### src/rtl/park_clarke_engine_pkg.sv
// Shared constants, encodings and transform coefficients for the dq<->abc engine.
package park_clarke_pkg;

   typedef enum logic [1:0] {
      IDLE = 2'd0,
      MUL  = 2'd1,
      OUT  = 2'd2
   } state_t;

   localparam logic MODE_INV = 1'b0;
   localparam logic MODE_FWD = 1'b1;

   localparam int unsigned STEP_W = 3;

   // round(frac_e7 * 1e-7 * 2^q), computed wide enough for any legal q
   function automatic logic [63:0] scale_const(input logic [63:0] frac_e7, input int unsigned q);
      logic [127:0] t;
      t = (128'(frac_e7) << q) + 128'd5000000;
      return 64'(t / 128'd10000000);
   endfunction

   function automatic logic [63:0] k_const(input int unsigned q);
      return scale_const(64'd8660254, q);
   endfunction

   function automatic logic [63:0] r_const(input int unsigned q);
      return scale_const(64'd5773503, q);
   endfunction

endpackage

### src/rtl/park_clarke_engine_if.sv
// Input/output handshake bundle of the transform engine.
interface park_clarke_engine_if #(parameter int unsigned N = 32);
   logic                in_valid;
   logic                in_ready;
   logic                mode;
   logic signed [N-1:0] x0;
   logic signed [N-1:0] x1;
   logic signed [N-1:0] x2;
   logic signed [N-1:0] ctheta;
   logic signed [N-1:0] stheta;
   logic                out_valid;
   logic                out_ready;
   logic signed [N-1:0] y0;
   logic signed [N-1:0] y1;
   logic signed [N-1:0] y2;
   logic                sat;

   modport master (output in_valid, mode, x0, x1, x2, ctheta, stheta, out_ready,
                   input  in_ready, out_valid, y0, y1, y2, sat);
   modport slave  (input  in_valid, mode, x0, x1, x2, ctheta, stheta, out_ready,
                   output in_ready, out_valid, y0, y1, y2, sat);
endinterface

### src/rtl/park_clarke_engine_q_mul_rs.sv
// Combinational signed Q-format multiply, round half up, saturate to N bits.
module q_mul_rs #(
   parameter int unsigned N = 32,
   parameter int unsigned Q = 18
) (
   input  logic signed [N-1:0] a,
   input  logic signed [N-1:0] b,
   output logic signed [N-1:0] p,
   output logic                sat
);
   localparam int unsigned PW = 2 * N;
   localparam logic signed [PW-1:0] RND  = {{(PW-1){1'b0}}, 1'b1} << (Q - 1);
   localparam logic signed [PW-1:0] PMAX = {{(N+1){1'b0}}, {(N-1){1'b1}}};
   localparam logic signed [PW-1:0] PMIN = {{(N+1){1'b1}}, {(N-1){1'b0}}};

   logic signed [PW-1:0] prod;
   logic signed [PW-1:0] shf;

   always_comb begin
      prod = PW'(a) * PW'(b);
      shf  = (prod + RND) >>> Q;
      sat  = 1'b0;
      p    = shf[N-1:0];
      if (shf > PMAX) begin
         p   = {1'b0, {(N-1){1'b1}}};
         sat = 1'b1;
      end else if (shf < PMIN) begin
         p   = {1'b1, {(N-1){1'b0}}};
         sat = 1'b1;
      end
   end
endmodule

### src/rtl/park_clarke_engine.sv
// Sequential dq<->abc transform: one shared Q multiplier over a 5-step schedule plus a finalize cycle.
module park_clarke_engine
   import park_clarke_pkg::*;
#(
   parameter int unsigned N = 32,
   parameter int unsigned Q = 18
) (
   input logic                 clk,
   input logic                 rst_n,
   park_clarke_engine_if.slave bus
);
   localparam int unsigned W = N + 2;
   localparam logic signed [N-1:0] KC   = signed'(N'(k_const(Q)));
   localparam logic signed [N-1:0] RC   = signed'(N'(r_const(Q)));
   localparam logic signed [W-1:0] WMAX = {3'b000, {(N-1){1'b1}}};
   localparam logic signed [W-1:0] WMIN = {3'b111, {(N-1){1'b0}}};

   function automatic logic signed [W-1:0] ext(input logic signed [N-1:0] v);
      return {{2{v[N-1]}}, v};
   endfunction

   function automatic logic signed [N-1:0] clip(input logic signed [W-1:0] v, output logic ov);
      ov = 1'b1;
      if (v > WMAX)      return {1'b0, {(N-1){1'b1}}};
      else if (v < WMIN) return {1'b1, {(N-1){1'b0}}};
      ov = 1'b0;
      return v[N-1:0];
   endfunction

   state_t              state;
   logic [STEP_W-1:0]   step;
   logic                mode_r;
   logic signed [N-1:0] x0_r, x1_r, c_r, s_r;
   logic signed [N-1:0] p0, p1, p2, p3, p4, alpha_r;
   logic signed [N-1:0] y0_r, y1_r, y2_r;
   logic                sat_r, in_ready_r, out_valid_r;

   logic signed [N-1:0] ma, mb, mp;
   logic                msat;
   logic signed [N-1:0] two_ib, t_sum, alpha_c, beta_c, half;
   logic signed [N-1:0] yi1, yi2, yf0, yf1;
   logic                ov_2ib, ov_t, ov_a, ov_b, ov_i1, ov_i2, ov_f0, ov_f1;
   logic                ev;

   q_mul_rs #(.N(N), .Q(Q)) u_mul (.a(ma), .b(mb), .p(mp), .sat(msat));

   // Adders, operand schedule and per-step saturation events
   always_comb begin
      two_ib  = clip(ext(x1_r) <<< 1, ov_2ib);
      t_sum   = clip(ext(x0_r) + ext(two_ib), ov_t);
      alpha_c = clip(ext(p0) - ext(p1), ov_a);
      beta_c  = clip(ext(p2) + ext(p3), ov_b);
      half    = alpha_r >>> 1;
      yi1     = clip(ext(p4) - ext(half), ov_i1);
      yi2     = clip(-ext(half) - ext(p4), ov_i2);
      yf0     = clip(ext(p1) + ext(p2), ov_f0);
      yf1     = clip(ext(p4) - ext(p3), ov_f1);
      ma      = '0;
      mb      = '0;
      ev      = 1'b0;
      if (mode_r == MODE_FWD) begin
         case (step)
            3'd0:    begin ma = RC;  mb = t_sum; ev = msat | ov_2ib | ov_t; end
            3'd1:    begin ma = c_r; mb = x0_r;  ev = msat; end
            3'd2:    begin ma = s_r; mb = p0;    ev = msat; end
            3'd3:    begin ma = s_r; mb = x0_r;  ev = msat; end
            3'd4:    begin ma = c_r; mb = p0;    ev = msat; end
            default: ev = ov_f0 | ov_f1;
         endcase
      end else begin
         case (step)
            3'd0:    begin ma = c_r; mb = x0_r;   ev = msat; end
            3'd1:    begin ma = s_r; mb = x1_r;   ev = msat; end
            3'd2:    begin ma = s_r; mb = x0_r;   ev = msat | ov_a; end
            3'd3:    begin ma = c_r; mb = x1_r;   ev = msat; end
            3'd4:    begin ma = KC;  mb = beta_c; ev = msat | ov_b; end
            default: ev = ov_i1 | ov_i2;
         endcase
      end
   end

   always_ff @(posedge clk or negedge rst_n) begin
      if (!rst_n) begin
         state       <= IDLE;
         step        <= '0;
         mode_r      <= MODE_INV;
         x0_r        <= '0;
         x1_r        <= '0;
         c_r         <= '0;
         s_r         <= '0;
         p0          <= '0;
         p1          <= '0;
         p2          <= '0;
         p3          <= '0;
         p4          <= '0;
         alpha_r     <= '0;
         y0_r        <= '0;
         y1_r        <= '0;
         y2_r        <= '0;
         sat_r       <= 1'b0;
         in_ready_r  <= 1'b1;
         out_valid_r <= 1'b0;
      end else begin
         case (state)
            IDLE: if (bus.in_valid) begin
               mode_r     <= bus.mode;
               x0_r       <= bus.x0;
               x1_r       <= bus.x1;
               c_r        <= bus.ctheta;
               s_r        <= bus.stheta;
               sat_r      <= 1'b0;
               step       <= '0;
               in_ready_r <= 1'b0;
               state      <= MUL;
            end
            MUL: begin
               sat_r <= sat_r | ev;
               step  <= step + 3'd1;
               case (step)
                  3'd0: p0 <= mp;
                  3'd1: p1 <= mp;
                  3'd2: begin
                     p2 <= mp;
                     if (mode_r == MODE_INV) alpha_r <= alpha_c;
                  end
                  3'd3: p3 <= mp;
                  3'd4: p4 <= mp;
                  default: begin
                     // Finalize: results come only from registered products
                     if (mode_r == MODE_INV) begin
                        y0_r <= alpha_r;
                        y1_r <= yi1;
                        y2_r <= yi2;
                     end else begin
                        y0_r <= yf0;
                        y1_r <= yf1;
                        y2_r <= '0;
                     end
                     step        <= '0;
                     out_valid_r <= 1'b1;
                     state       <= OUT;
                  end
               endcase
            end
            OUT: if (bus.out_ready) begin
               out_valid_r <= 1'b0;
               in_ready_r  <= 1'b1;
               state       <= IDLE;
            end
            default: state <= IDLE;
         endcase
      end
   end

   assign bus.in_ready  = in_ready_r;
   assign bus.out_valid = out_valid_r;
   assign bus.y0        = y0_r;
   assign bus.y1        = y1_r;
   assign bus.y2        = y2_r;
   assign bus.sat       = sat_r;

endmodule

### src/flat_wrapper.sv
// flat-port wrapper written by rule: the top's interface ports become plain ports
module park_clarke_engine_flat import park_clarke_pkg::*;
#(
   parameter int unsigned N = 32,
   parameter int unsigned Q = 18
)
  (clk, rst_n, bus_in_valid, bus_mode, bus_x0, bus_x1, bus_x2, bus_ctheta, bus_stheta, bus_out_ready, bus_in_ready, bus_out_valid, bus_y0, bus_y1, bus_y2, bus_sat);
  park_clarke_engine_if #(.N(N)) bus_i ();
  input logic clk;
  input logic rst_n;
  input wire logic [$bits(bus_i.in_valid)-1:0] bus_in_valid;
  input wire logic [$bits(bus_i.mode)-1:0] bus_mode;
  input wire logic [$bits(bus_i.x0)-1:0] bus_x0;
  input wire logic [$bits(bus_i.x1)-1:0] bus_x1;
  input wire logic [$bits(bus_i.x2)-1:0] bus_x2;
  input wire logic [$bits(bus_i.ctheta)-1:0] bus_ctheta;
  input wire logic [$bits(bus_i.stheta)-1:0] bus_stheta;
  input wire logic [$bits(bus_i.out_ready)-1:0] bus_out_ready;
  output wire logic [$bits(bus_i.in_ready)-1:0] bus_in_ready;
  output wire logic [$bits(bus_i.out_valid)-1:0] bus_out_valid;
  output wire logic [$bits(bus_i.y0)-1:0] bus_y0;
  output wire logic [$bits(bus_i.y1)-1:0] bus_y1;
  output wire logic [$bits(bus_i.y2)-1:0] bus_y2;
  output wire logic [$bits(bus_i.sat)-1:0] bus_sat;
  assign bus_i.in_valid = bus_in_valid;
  assign bus_i.mode = bus_mode;
  assign bus_i.x0 = bus_x0;
  assign bus_i.x1 = bus_x1;
  assign bus_i.x2 = bus_x2;
  assign bus_i.ctheta = bus_ctheta;
  assign bus_i.stheta = bus_stheta;
  assign bus_i.out_ready = bus_out_ready;
  assign bus_in_ready = bus_i.in_ready;
  assign bus_out_valid = bus_i.out_valid;
  assign bus_y0 = bus_i.y0;
  assign bus_y1 = bus_i.y1;
  assign bus_y2 = bus_i.y2;
  assign bus_sat = bus_i.sat;
  park_clarke_engine #(.N(N), .Q(Q)) u_core (.clk(clk), .rst_n(rst_n), .bus(bus_i));
endmodule
### config.mk
export PLATFORM = sky130hd
export DESIGN_NAME = park_clarke_engine_flat
export DESIGN_NICKNAME = d
export VERILOG_FILES = /design/src/rtl/park_clarke_engine_pkg.sv /design/src/rtl/park_clarke_engine_if.sv /design/src/rtl/park_clarke_engine_q_mul_rs.sv /design/src/rtl/park_clarke_engine.sv /design/src/flat_wrapper.sv
export SDC_FILE = /design/constraint.sdc
export NUM_CORES = 2
export LEC_CHECK = 0
export CAP_MARGIN = 20
export CORE_MARGIN = 4
export CORE_UTILIZATION = 55
export CTS_BUF_LIST = sky130_fd_sc_hd__clkbuf_8 sky130_fd_sc_hd__clkbuf_16
export CTS_CLUSTER_DIAMETER = 120
export CTS_CLUSTER_SIZE = 25
export DETAILED_ROUTE_END_ITERATION = 10
export GPL_ROUTABILITY_DRIVEN = 0
export MAX_ROUTING_LAYER = met4
export PLACE_DENSITY = 0.73
export SKIP_CTS_REPAIR_TIMING = 1
export SLEW_MARGIN = 5
export SYNTH_ARGS = -nofsm -noshare
export SYNTH_HDL_FRONTEND = slang
export SYNTH_SLANG_ARGS = --single-unit
### constraint.sdc
create_clock -name clk -period 20.3 [get_ports clk]
set_input_delay 3.045 -clock clk [delete_from_list [all_inputs] [get_ports clk]]
set_output_delay 3.045 -clock clk [all_outputs]
set_load 0.02 [all_outputs]
======== Word level (Yosys, flattened, before mapping) ========
Cells that the tools add are included.
storage, ports and cells
  flip-flop bits (word level) ............. 425
  word-level logic and storage cells ...... 171
cells by class
  eq/ne operators ......................... 9
  add/subtract/negate cells ............... 10
  bitwise logic cells ..................... 9
  multiply operators ...................... 1
  reduce and logical (&&, ||, !) cells .... 27
  $lt $le $gt $ge ......................... 18
  muxes and demuxes ....................... 78
operator list
  cell                                                                               number
  32-bit 2-to-1 mux                                                                  31
  32-bit one-hot mux with 3 select lines                                             4
  34-bit by 32-bit greater-than comparator with 1-bit output, second input constant  7
  34-bit by 32-bit less-than comparator with 1-bit output, second input constant     7
  32-bit by 32-bit adder with 33-bit output                                          3
  32-bit by 32-bit subtractor with 33-bit output                                     2
  64-bit by 19-bit adder with 64-bit output, second input constant                   1
  32-bit by 32-bit multiplier with 64-bit output                                     1
  46-bit by 32-bit greater-than comparator with 1-bit output, second input constant  1
  46-bit by 32-bit less-than comparator with 1-bit output, second input constant     1
  31-bit negation with 34-bit output                                                 1
  34-bit by 32-bit subtractor with 34-bit output                                     1
  33-bit by 32-bit greater-than comparator with 1-bit output, second input constant  1
  33-bit by 32-bit less-than comparator with 1-bit output, second input constant     1
  32-bit by 31-bit subtractor with 33-bit output                                     1
  1-bit 2-to-1 mux                                                                   31
  2-bit AND reduction                                                                8
  2-bit OR reduction                                                                 7
  3-bit AND reduction                                                                4
  1-bit one-hot mux with 2 select lines                                              4
  1-bit bitwise OR                                                                   7
  3-bit by 2-bit == test with 1-bit output, second input constant                    2
  2-bit 2-to-1 mux                                                                   3
  3-bit 2-to-1 mux                                                                   2
  16 further kinds                                                                   21

======== Logic depth before layout (Yosys ltp) ========
  depth after elaboration ................. 22
  gate-level depth with buffers ........... 56
  gate-level depth less buffers ........... 51

======== Cells and area by module ========
Synthesis repeated with hierarchy kept, for this count alone.
unflattened totals
  cells, all modules ...................... 7824
  area total of the unflattened synthesis .. 68678.4 µm²
modules (own cells, without submodules)
  module              area an instance (µm²)  sequential area each (µm²)  times used  cells an instance
  q_mul_rs            36561.3                 0.0                         1           3937
  park_clarke_engine  32117.1                 10636.5                     1           3887

======== Least setup slack after synthesis ========
No wires, ideal clock.
  path type ............................... reg-to-reg
  from .................................... reg u_core.x1_r[30]
  to ...................................... reg u_core.p2[26]
  required time ........................... 20.163 ns
  stages on the path, launching flop included .. 52
  buffers on the path ..................... 7
  arrival time ............................ 13.449 ns
  setup slack ............................. 6.714 ns
  cell sequence ........................... dfrtp_1 > ha_1 > nand2b_1 > clkbuf_1 > nand2_1 > ha_1 > clkbuf_1 > inv_1 > or4_1 > nor2_1 > o2111ai_2 > a31oi_2 > xor2_1 > clkbuf_1 > a21oi_1 > a221oi_1 > o22ai_1 > clkbuf_1 > [16 not listed] > ha_1 > clkbuf_1 > a21oi_1 > o21bai_1 > a21oi_1 > o21ai_0 > a21boi_0 > o21ai_0 > or4_1 > nand4_1 > nor3_1 > or4_1 > or4_4 > o21a_1 > buf_6 > buf_6 > a21oi_4 > a21oi_1
between the ends
  longest elaborated chain between the ends .. 16
RTL lines
  item                                                     RTL line                           RTL
  start, declared                                          park_clarke_engine.sv:33           logic signed [N-1:0] x0_r, x1_r, c_r, s_r;
  start signal, assigned                                   park_clarke_engine.sv:108          x1_r <= bus.x1;
  33-bit by 32-bit less-than comparator with 1-bit output  park_clarke_engine.sv:25           else if (v < WMIN) return {1'b1, {(N-1){1'b0}}};
  1-bit 2-to-1 mux                                         park_clarke_engine.sv:25
  1-bit 2-to-1 mux                                         park_clarke_engine.sv:24           if (v > WMAX) return {1'b0, {(N-1){1'b1}}};
  32-bit 2-to-1 mux                                        park_clarke_engine.sv:26           ov = 1'b0;
  32-bit by 32-bit adder with 33-bit output                park_clarke_engine.sv:50           t_sum = clip(ext(x0_r) + ext(two_ib), ov_t);
  34-bit by 32-bit less-than comparator with 1-bit output  park_clarke_engine.sv:25
  1-bit 2-to-1 mux                                         park_clarke_engine.sv:25
  1-bit 2-to-1 mux                                         park_clarke_engine.sv:24
  32-bit 2-to-1 mux                                        park_clarke_engine.sv:26
  32-bit one-hot mux with 3 select lines                   park_clarke_engine.sv:62           case (step)
  32-bit 2-to-1 mux (*)                                    park_clarke_engine.sv:61           if (mode_r == MODE_FWD) begin
  32-bit by 32-bit multiplier with 64-bit output (*)       park_clarke_engine_q_mul_rs.sv:20  prod = PW'(a) * PW'(b);
  64-bit by 19-bit adder with 64-bit output (*)            park_clarke_engine_q_mul_rs.sv:21  shf = (prod + RND) >>> Q;
  46-bit by 32-bit less-than comparator with 1-bit output  park_clarke_engine_q_mul_rs.sv:27  end else if (shf < PMIN) begin
  32-bit 2-to-1 mux                                        park_clarke_engine_q_mul_rs.sv:27
  32-bit 2-to-1 mux (*)                                    park_clarke_engine_q_mul_rs.sv:24  if (shf > PMAX) begin
  end signal, assigned                                     park_clarke_engine.sv:123          p2 <= mp;
  end, declared                                            park_clarke_engine.sv:34           logic signed [N-1:0] p0, p1, p2, p3, p4, alpha_r;
Every way passes the cells marked *; elsewhere a longest branch is shown, timed or not.
A chain may end at the register's enable or synchronous reset.

======== Worst setup path in the final report ========
  from .................................... reg u_core.x1_r[30]
  to ...................................... reg u_core.p4[17]
between the ends
  longest elaborated chain between the ends .. 16
RTL lines
  item                                                     RTL line                           RTL
  33-bit by 32-bit less-than comparator with 1-bit output  park_clarke_engine.sv:25
  1-bit 2-to-1 mux                                         park_clarke_engine.sv:25
  1-bit 2-to-1 mux                                         park_clarke_engine.sv:24
  32-bit 2-to-1 mux                                        park_clarke_engine.sv:26
  32-bit by 32-bit adder with 33-bit output                park_clarke_engine.sv:50
  34-bit by 32-bit less-than comparator with 1-bit output  park_clarke_engine.sv:25
  1-bit 2-to-1 mux                                         park_clarke_engine.sv:25
  1-bit 2-to-1 mux                                         park_clarke_engine.sv:24
  32-bit 2-to-1 mux                                        park_clarke_engine.sv:26
  32-bit one-hot mux with 3 select lines                   park_clarke_engine.sv:62
  32-bit 2-to-1 mux (*)                                    park_clarke_engine.sv:61
  32-bit by 32-bit multiplier with 64-bit output (*)       park_clarke_engine_q_mul_rs.sv:20
  64-bit by 19-bit adder with 64-bit output (*)            park_clarke_engine_q_mul_rs.sv:21
  46-bit by 32-bit less-than comparator with 1-bit output  park_clarke_engine_q_mul_rs.sv:27
  32-bit 2-to-1 mux                                        park_clarke_engine_q_mul_rs.sv:27
  32-bit 2-to-1 mux (*)                                    park_clarke_engine_q_mul_rs.sv:24
  end signal, assigned                                     park_clarke_engine.sv:127          3'd4: p4 <= mp;
  end, declared                                            park_clarke_engine.sv:34
Marks and branches as above.

==> impl_metrics.toml <==
[run_status]
status = "finished clean"

[sta]
slew_headroom_pct = 19.0
fin_crit_ns = 16.91
finalCritPeriodShare_pct = 83.3
worst_pin_slew_ns = 1.22
hold_viol = 0
setup_ws_ns = 3.39
grt_setup_unrepaired = "no"
clock_skew_ns = 0.0699
fmax_ghz = 0.0592
final.setup.tns_ns = 0
finalMaxSlewViolations = 0
setup_viol = 0

[final_layout]
layout.nets = 9966
seqCellArea_um2 = 10600
final_area_um2 = 73400
multi_input_area_um2 = 51200
layout_commonest_cell = "inv_1"
drive_gt1_share_pct = 3.56
finish.utilization_pct = 59.4
syn_to_final_growth_pct = 7.29
fill_cells = 11029
final_cell_mix = "1,404 x inv_1, 1,285 x nand2_1, 1,090 x fa_1, 874 x nor2_1, 514 x a21oi_1"

[cts]
clk_latency_ns = 0.67
cts_sinks = 425
clk_path_buf_depth = 3
clkSlewWorstSetupHoldPaths_ns = 0.11
tritoncts = "built"
cts_buffers = 25
root_buffer = "clkbuf_16"
h-tree-depth = 1

[floorplan]
initial_core_util_pct = 55.3
ios = 264
die_area_um2 = 130000
num_rows = 129
die_w_um = 361
die_height_um = 361
core_um2 = 124000

[route]
post_drt_wl_per_cell_um = 22.7
wl_um = 225000
vias = 59735
ant_nets = 0
drt-vias-per-instance = 6.03
first_iter_violations = 6544
drtPass1Iterations = 6
remaining_drc_errors = 0

[synth]
yosysUniqueCellTypes = 95
syn-mean-instance-area_um2 = 8.27
syn-num-nets = 9975
ys.flop_type = "dfrtp_1"
synth_cells = 8274
synth_edf_count = 0
async_flop_share_pct = 100
ys_seq_area_share_pct = 15.5
syn_area_um2 = 68400
ys_seq_elements = 425
ys_warn_count = 0

[run]
cap_viol_max_count = 0

[worst_setup_path]
path_common_cell = "fa_1"
worst_path_largest_cell_delay_ns = 0.99
arrival_ns = 17.47
crit_fanout = 35
crit_path_start_kind = "flop"
worst_setup_path_end_kind = "flop"
crit_required_ns = 20.86
critical_path_class = "flop to flop"
cp_slowest_cell = "a221oi_1"

[placed_design]
placed_area_um2 = 72500
port-buffer-count = 231
post-place-ws_ns = 4.00
dpl.hpwl_um = 180000

[grt]
grt_max_degree = 111
antenna_found_initial = 2
grt_use_total_pct = 35.3
grt_pass1_wl_um = 347000
overflow = 0
grt_pass1_vias = 60038

[worst_hold_path]
hp-class = "flop to flop"
-- final timing paths --
kind                              startpoint                end  slack [ns]  cells past startpoint
max                          u_core.x1_r[30]      u_core.p4[17]        3.39                     49
min                        u_core.bus.y2[23]  u_core.bus.y2[23]        0.47                      2
max reg2reg                  u_core.x1_r[30]      u_core.p4[17]        3.39                     49
min reg2reg                u_core.bus.y2[23]  u_core.bus.y2[23]        0.47                      2
max in group asynchronous              rst_n     u_core.c_r[17]       15.53                      3
min in group asynchronous              rst_n   u_core.bus.y1[4]        2.43                      1
-- critical path: cells and delay by family, from the launching register on --
| kind | cells | cell delay [ns] |
|---|---|---|
| AOI/OAI and AO/OA | 18 | 6.05 |
| xor gates and xnor gates | 1 | 0.21 |
| adders and majority gates | 11 | 5.36 |
| buffers and inverters | 7 | 1.65 |
| DFF | 1 | 0.43 |
| and+or+nand+nor | 12 | 3.05 |
-- synth_stat cells, types with 34 or more instances --
cell type     n  share of area [%]
nand4_1      48               0.44
a31oi_1      68               0.62
xnor2_1     155                2.0
a21o_1      123                1.3
o21bai_1     53               0.58
a22oi_1      52               0.57
nand2b_1    103               0.94
fa_1       1090                 32
or2_2        37               0.34
o21ai_0     305                2.2
clkbuf_1    359                2.0
inv_1      1401                7.7
ha_1        446                8.2
nand2_1    1290                7.1
nand3_1      58               0.42
dfrtp_1     424                 16
o31ai_1      50               0.55
nor3_1       64               0.47
o21a_1       65               0.71
nor2_1      886                4.9
a221oi_1     38               0.49
a21oi_1     523                3.8
and2_1       53               0.48
nor2b_1      34               0.31
a211oi_1     36               0.40
xor2_1       75               0.96
o211ai_1     58               0.64
-- cell type report --
class | instances | share of cell area [%]
Multi-Input combinational cell | 6047 | 69.8
Antenna cell | 2 | 0.00682
Sequential cell | 425 | 14.5
Clock inverter | 12 | 0.256
Clock buffer | 25 | 0.852
Tap cell | 1637 | 2.79
Inverter | 1402 | 7.17
Timing Repair Buffer | 364 | 4.63
-- stage by stage --
| step | hold WS [ns] | instances |
|---|---|---|
| after detailed placement | 0.457 | 9870 |
| final | 0.473 | 9914 |
| after CTS | 0.477 | 9907 |
| after global routing | 0.491 | 9914 |
| after floorplan | 0.450 | 8274 |
| after global placement | 0.455 | 9867 |
-- cell families (layout without fill, tap and decap cells) --
family                   Yosys count  after routing  share of synthesized area [%]
AO/OA/AOI/OAI                   1576           1576                           14.7
XOR/XNOR                         230            230                           2.94
adder cells (fa/ha/maj)         1557           1557                           40.4
buffers and inverters           1802           1803                           9.96
flip-flops                       425            425                           15.5
multiplexers                       6              6                         0.0896
other                              0              2                              0
AND/OR/NAND/NOR                 2678           2678                           16.4
-- metal layers --
layer,up-vias,track usage [%],share of wire [%]
met4,0,20.4,7.8
li1,26176,-,-
met1,29189,44.4,37
met3,961,7.92,11
met5,-,-,0
met2,3409,52.9,44
Power is not shown: default switching activity piles up to over one toggle a cycle in this logic, so the estimate is an artifact.
